$ cat config.mk
export PLATFORM = sky130hd
export DESIGN_NAME = qcldpc_enc_sequencer_flat
export DESIGN_NICKNAME = d
export VERILOG_FILES = /design/src/rtl/qcldpc_pkg.sv /design/src/rtl/qcldpc_enc_sequencer_if.sv /design/src/rtl/qcldpc_fire_delay.sv /design/src/rtl/qcldpc_enc_sequencer.sv /design/src/flat_wrapper.sv
export SDC_FILE = /design/constraint.sdc
export NUM_CORES = 1
export LEC_CHECK = 0
export BUFFER_PORTS_ARGS = -buffer_cell sky130_fd_sc_hd__buf_2
export CORE_AREA = 2 2 59 61
export DETAILED_ROUTE_END_ITERATION = 10
export DIE_AREA = 0 0 61 63
export PLACE_DENSITY_LB_ADDON = 0.05
export SLEW_MARGIN = 40
export SYNTH_ARGS = -nofsm -noshare
export SYNTH_HDL_FRONTEND = slang
export SYNTH_HIERARCHICAL = 1
export SYNTH_SLANG_ARGS = --single-unit
$ cat constraint.sdc
create_clock -name CLK -period 3.89 [get_ports CLK]
set_input_delay 0.778 -clock CLK [delete_from_list [all_inputs] [get_ports CLK]]
set_output_delay 0.778 -clock CLK [all_outputs]
set_load 0.05 [all_outputs]
$ cat src/rtl/qcldpc_pkg.sv
// Shared types and constants for the QC-LDPC encoder control path.
package qcldpc_pkg;

  typedef enum logic [3:0] {
    IDLE   = 4'b0000,
    LOAD   = 4'b0001,
    DRAIN  = 4'b0010,
    PARITY = 4'b0100,
    OUTPUT = 4'b1000
  } seq_state_e;

  localparam int NUM_Z_DEFAULT = 3;
  localparam int Z_TABLE [NUM_Z_DEFAULT] = '{27, 54, 81};

  // Widest Z-select vector the index helper understands.
  localparam int MAX_Z = 8;

  function automatic int onehot_to_idx(input logic [MAX_Z-1:0] oh);
    int idx;
    idx = 0;
    for (int i = 0; i < MAX_Z; i++) begin
      if (oh[i]) idx = i;
    end
    return idx;
  endfunction

endpackage

$ cat src/rtl/qcldpc_enc_sequencer_if.sv
// Info-block input and code-block output handshakes of the encoder sequencer.
interface qcldpc_enc_sequencer_if;
  logic in_valid;
  logic in_ready;
  logic out_valid;
  logic out_ready;

  modport master (output in_valid, output out_ready, input in_ready, input out_valid);
  modport slave  (input in_valid, input out_ready, output in_ready, output out_valid);
endinterface

$ cat src/rtl/qcldpc_fire_delay.sv
// Delays the info-block fire strobe by the ROM read latency to form acc_en.
module qcldpc_fire_delay #(
  parameter int DEPTH = 1
) (
  input  logic CLK,
  input  logic rst_n,
  input  logic din,
  output logic dout
);

  logic [DEPTH-1:0] sr_q;

  if (DEPTH == 1) begin : g_one
    always_ff @(posedge CLK or negedge rst_n) begin
      if (!rst_n) sr_q <= '0;
      else        sr_q <= din;
    end
  end else begin : g_many
    always_ff @(posedge CLK or negedge rst_n) begin
      if (!rst_n) sr_q <= '0;
      else        sr_q <= {sr_q[DEPTH-2:0], din};
    end
  end

  assign dout = sr_q[DEPTH-1];

endmodule

$ cat src/rtl/qcldpc_enc_sequencer.sv
// Frame-level controller of the QC-LDPC encoder: paces info blocks in, steps parity, holds the result.
module qcldpc_enc_sequencer
  import qcldpc_pkg::*;
#(
  parameter int NUM_Z           = 3,
  parameter int NUM_INFO_BLKS   = 20,
  parameter int NUM_PARITY_BLKS = 4,
  parameter int ROM_LATENCY     = 1
) (
  input  logic                                      CLK,
  input  logic                                      rst_n,
  input  logic                                      start,
  input  logic [NUM_Z-1:0]                          req_z,
  output logic                                      cfg_err,
  output logic                                      busy,
  output logic [$clog2(NUM_Z)-1:0]                  z_sel,
  qcldpc_enc_sequencer_if.slave                     bus,
  output logic [$clog2(NUM_Z*NUM_INFO_BLKS)-1:0]    rom_addr,
  output logic                                      acc_clr,
  output logic                                      acc_en,
  output logic                                      par_en,
  output logic [$clog2(NUM_PARITY_BLKS)-1:0]        par_idx
);

  localparam int ADDRW = $clog2(NUM_Z*NUM_INFO_BLKS);
  localparam int ZW    = $clog2(NUM_Z);
  localparam int PW    = $clog2(NUM_PARITY_BLKS);
  localparam int COLW  = $clog2(NUM_INFO_BLKS);
  localparam int DW    = (ROM_LATENCY > 1) ? $clog2(ROM_LATENCY) : 1;

  seq_state_e        state_q;
  logic [COLW-1:0]   col_q;
  logic [DW-1:0]     drain_cnt_q;
  logic              out_valid_q;
  logic [MAX_Z-1:0]  req_z_ext;
  logic              fire;

  assign req_z_ext     = MAX_Z'(req_z);
  assign bus.in_ready  = (state_q == LOAD);
  assign bus.out_valid = out_valid_q;
  assign fire          = bus.in_valid & bus.in_ready;
  assign rom_addr      = ADDRW'(z_sel) * ADDRW'(NUM_INFO_BLKS) + ADDRW'(col_q);

  // Strobes default low each cycle; the state arms exactly the cycles they must be high.
  always_ff @(posedge CLK or negedge rst_n) begin
    if (!rst_n) begin
      state_q     <= IDLE;
      col_q       <= '0;
      drain_cnt_q <= '0;
      z_sel       <= '0;
      busy        <= 1'b0;
      cfg_err     <= 1'b0;
      acc_clr     <= 1'b0;
      par_en      <= 1'b0;
      par_idx     <= '0;
      out_valid_q <= 1'b0;
    end else begin
      cfg_err <= 1'b0;
      acc_clr <= 1'b0;
      unique case (state_q)
        IDLE: begin
          if (start) begin
            if ($onehot(req_z)) begin
              state_q <= LOAD;
              busy    <= 1'b1;
              acc_clr <= 1'b1;
              col_q   <= '0;
              z_sel   <= ZW'(onehot_to_idx(req_z_ext));
            end else begin
              cfg_err <= 1'b1;
            end
          end
        end
        LOAD: begin
          if (fire) begin
            if (col_q == COLW'(NUM_INFO_BLKS-1)) begin
              col_q       <= '0;
              drain_cnt_q <= '0;
              state_q     <= DRAIN;
            end else begin
              col_q <= col_q + 1'b1;
            end
          end
        end
        // Hold off parity until the final delayed acc_en has been issued.
        DRAIN: begin
          if (drain_cnt_q == DW'(ROM_LATENCY-1)) begin
            state_q <= PARITY;
            par_en  <= 1'b1;
            par_idx <= '0;
          end else begin
            drain_cnt_q <= drain_cnt_q + 1'b1;
          end
        end
        PARITY: begin
          if (par_idx == PW'(NUM_PARITY_BLKS-1)) begin
            state_q     <= OUTPUT;
            par_en      <= 1'b0;
            par_idx     <= '0;
            out_valid_q <= 1'b1;
          end else begin
            par_idx <= par_idx + 1'b1;
          end
        end
        OUTPUT: begin
          if (bus.out_ready) begin
            state_q     <= IDLE;
            busy        <= 1'b0;
            out_valid_q <= 1'b0;
          end
        end
        default: state_q <= IDLE;
      endcase
    end
  end

  qcldpc_fire_delay #(
    .DEPTH (ROM_LATENCY)
  ) u_fire_delay (
    .CLK   (CLK),
    .rst_n (rst_n),
    .din   (fire),
    .dout  (acc_en)
  );

  a_state_legal: assert property (@(posedge CLK) disable iff (!rst_n) $onehot0(state_q));
  a_ready_load:  assert property (@(posedge CLK) disable iff (!rst_n) bus.in_ready |-> state_q == LOAD);
  a_zsel_stable: assert property (@(posedge CLK) disable iff (!rst_n) (busy && $past(busy)) |-> $stable(z_sel));
  a_clr_en_excl: assert property (@(posedge CLK) disable iff (!rst_n) !(acc_clr && acc_en));

endmodule

$ cat src/flat_wrapper.sv
// flat-port wrapper written by rule: the top's interface ports become plain ports
module qcldpc_enc_sequencer_flat import qcldpc_pkg::*;
#(
  parameter int NUM_Z           = 3,
  parameter int NUM_INFO_BLKS   = 20,
  parameter int NUM_PARITY_BLKS = 4,
  parameter int ROM_LATENCY     = 1
)
  (CLK, rst_n, start, req_z, cfg_err, busy, z_sel, rom_addr, acc_clr, acc_en, par_en, par_idx, bus_in_valid, bus_out_ready, bus_in_ready, bus_out_valid);
  qcldpc_enc_sequencer_if bus_i ();
  input  logic CLK;
  input  logic rst_n;
  input  logic start;
  input  logic [NUM_Z-1:0] req_z;
  output logic cfg_err;
  output logic busy;
  output logic [$clog2(NUM_Z)-1:0] z_sel;
  output logic [$clog2(NUM_Z*NUM_INFO_BLKS)-1:0] rom_addr;
  output logic acc_clr;
  output logic acc_en;
  output logic par_en;
  output logic [$clog2(NUM_PARITY_BLKS)-1:0] par_idx;
  input wire logic [$bits(bus_i.in_valid)-1:0] bus_in_valid;
  input wire logic [$bits(bus_i.out_ready)-1:0] bus_out_ready;
  output wire logic [$bits(bus_i.in_ready)-1:0] bus_in_ready;
  output wire logic [$bits(bus_i.out_valid)-1:0] bus_out_valid;
  assign bus_i.in_valid = bus_in_valid;
  assign bus_i.out_ready = bus_out_ready;
  assign bus_in_ready = bus_i.in_ready;
  assign bus_out_valid = bus_i.out_valid;
  qcldpc_enc_sequencer #(.NUM_Z(NUM_Z), .NUM_INFO_BLKS(NUM_INFO_BLKS), .NUM_PARITY_BLKS(NUM_PARITY_BLKS), .ROM_LATENCY(ROM_LATENCY)) u_core (.CLK(CLK), .rst_n(rst_n), .start(start), .req_z(req_z), .cfg_err(cfg_err), .busy(busy), .z_sel(z_sel), .bus(bus_i), .rom_addr(rom_addr), .acc_clr(acc_clr), .acc_en(acc_en), .par_en(par_en), .par_idx(par_idx));
endmodule
==> flow_summary.json <==
{
  "placementRows": 21,
  "cts_tree": "done",
  "synthSimpleGateAreaFrac": 0.2216,
  "cp.required_ps": 3110,
  "synth_cells": 114,
  "detail_route.vias_per_cell": 4.710,
  "cts_root_buf": "clkbuf_4",
  "ys_ff_latch": 19,
  "placed_cell_area_mm2": 0.001222,
  "setup_viol": 0,
  "cp.arrival_ps": 1840,
  "tns_ps": 0,
  "drt_wl_total_um": 2302,
  "rsz0062_at_grt": "no",
  "worstMarginPinSlew_ps": 450.8,
  "place_ws_ps": 1492,
  "status": "finished clean",
  "cp_slowest_cell": "dfrtp_1",
  "finalPower_mw": 0.7640,
  "clk_latency_ps": 300,
  "worstSetupStartpointType": "flip-flop",
  "grt_pass1_vias": 843,
  "diodes": 0,
  "critPathMaxStageDelay_ps": 480,
  "detail-route-antenna-nets": 0,
  "area_growth_pct": 15.89,
  "port_buffers": 24,
  "syn_area_per_cell_um2": 9.461,
  "dieArea_mm2": 0.003843,
  "core-area_mm2": 0.003232,
  "numClockSinks": 19,
  "start_util": 0.3337,
  "cts_max_level": 1,
  "reg2reg_setup_slack_ps": 2030,
  "die_w_um": 61,
  "max-vdd-ir-drop_mv": 0.2491,
  "synth_top_family_by_area": "simple AND/OR/NAND/NOR gates",
  "grt_max_degree": 20,
  "final_util": 0.3868,
  "drive_gt1_frac": 0.2555,
  "seq_area_frac_synth": 0.4408,
  "pin_count": 25,
  "cts-resized-gates": 0,
  "antenna_found_initial": 0,
  "synth_flop_cell": "dfrtp_1",
  "setup_slack_ps": 1268,
  "synthDistinctLibCells": 32,
  "fp.dieH_um": 63,
  "avgRoutedWirePerCell_um": 12.58,
  "muxShareOfSynthArea": 0.02088,
  "relSlewSlack": 0.6995,
  "clk_path_buf_depth": 2,
  "ctsHoldBuffers": 0,
  "remaining_drc_errors": 0,
  "leakage_nw": 0.6177,
  "finalCritPeriodShare": 0.6740,
  "hold_path.class": "in2async",
  "fmax_ghz": 0.3814,
  "synth-xor-area-share": 0.01624,
  "path_class": "reg2out",
  "layout.cells.most_common": "buf_2",
  "first_pass_iters": 4,
  "synth_warnings": 6,
  "overflow": 0,
  "cts_inserted_buffers": 3,
  "num_vias": 862,
  "design_area_mm2": 0.001250,
  "end_kind": "output pin",
  "path_max_fanout": 7,
  "cts.reportedPaths.clkPinSlew_ps": 110,
  "syn-cell-area_mm2": 0.001079,
  "ff2ff_path_depth": 5,
  "grt_pass1_wl_um": 3864,
  "place_congestion": 0.7455,
  "slew_violations": 0,
  "place_hpwl_um": 1708,
  "synthArstFlopShare": 1.000,
  "syn_nets": 129,
  "min_period_ps": 2622,
  "synth_fa_ha_area_frac": 0.09513,
  "synth_compound_area_frac": 0.1462,
  "cts_setup_buffers": 0,
  "power.density_mw_per_mm2": 611.2,
  "nets": 153,
  "skew_ps": 3.179,
  "finalHoldViolCount": 0,
  "synth_edf_count": 0,
  "crit_chain": "ha_1, inv_1, fa_1, xnor2_1, buf_2",
  "grt_usage": 0.1325,
  "final_cell_mix": "buf_2 (24), dfrtp_1 (19), nand2_1 (13)",
  "dr.first_iter.drc_count": 16,
  "timing.max_cap.violations": 0
}
==> final timing paths <==
| path | start | end |
|---|---|---|
| worst max-delay path | u_core/col_q[2] | rom_addr[4] |
| worst min-delay path | rst_n | u_core/u_fire_delay/dout |
| worst max register to register | u_core/state_q[1] | u_core/col_q[0] |
| worst min register to register | u_core/par_en | u_core/par_en |
| max in group asynchronous | rst_n | u_core/col_q[4] |
| min in group CLK | u_core/par_en | u_core/par_en |
==> registers in the layout (all words and copies together) (netlist names), 2 cells and up <==
name and count:
u_core/col_q 5, u_core/state_q 4, u_core/par_idx 2, u_core/z_sel 2
==> routing by layer <==
metal  GRT usage  wire [µm]  share of wire
met1      0.1859       1193           0.52
met4     0.04891         33          0.014
met3     0.02484         71          0.031
met2      0.1989       1004           0.44
met5           0          0              0
==> final cells by class <==
| type | count | area, µm² |
|---|---|---|
| clock buffer | 3 | 22.52 |
| clock inverter | 1 | 5.005 |
| inverter | 8 | 30.03 |
| timing repair buffer | 24 | 120.1 |
| sequential | 19 | 475.5 |
| multi-input combinational | 82 | 539.3 |
| tap | 46 | 57.56 |
| fill | 344 | 1982 |
==> synth_stat cells (all sizes together), types with 3 or more instances <==
| cell type | number | area share |
|---|---|---|
| dfrtp | 19 | 0.44 |
| nand2 | 13 | 0.045 |
| a21oi | 11 | 0.051 |
| nor2 | 9 | 0.031 |
| o21ai | 9 | 0.042 |
| inv | 8 | 0.028 |
| ha | 5 | 0.058 |
| nand3 | 4 | 0.019 |
| buf | 3 | 0.024 |
| nor2b | 3 | 0.017 |
| nor3 | 3 | 0.014 |
==> through the flow <==
stage / hold WS (ps) / cells
after floorplan: 482.4 / 114
after global placement: 511.7 / 179
after detailed placement: 515.0 / 179
after CTS: 412.6 / 183
after global routing: 413.9 / 183
final: 404.7 / 183
==> critical path, delay by kind of cell (launching register included) <==
family,cells,cell delay [ps]
XOR/XNOR,1,160
adder cells (fa/ha/maj),2,580
buffers and inverters,2,340
flip-flops,1,480
==> power breakdown <==
| group | internal [mW] | switching (mW) | leakage, nW | total (mW) |
|---|---|---|---|---|
| logic | 0.102 | 0.286 | 0.351 | 0.389 |
| registers | 0.232 | 0.0404 | 0.249 | 0.273 |
| clock network | 0.0383 | 0.0643 | 0.0177 | 0.103 |
==> kinds of logic after synthesis <==
family / Yosys count
AND/OR/NAND/NOR: 45
AO/OA/AOI/OAI: 26
flip-flops: 19
buffers and inverters: 13
adder cells (fa/ha/maj): 7
XOR/XNOR: 2
multiplexers: 2
Note: power is estimated with default switching activity, not from simulation.
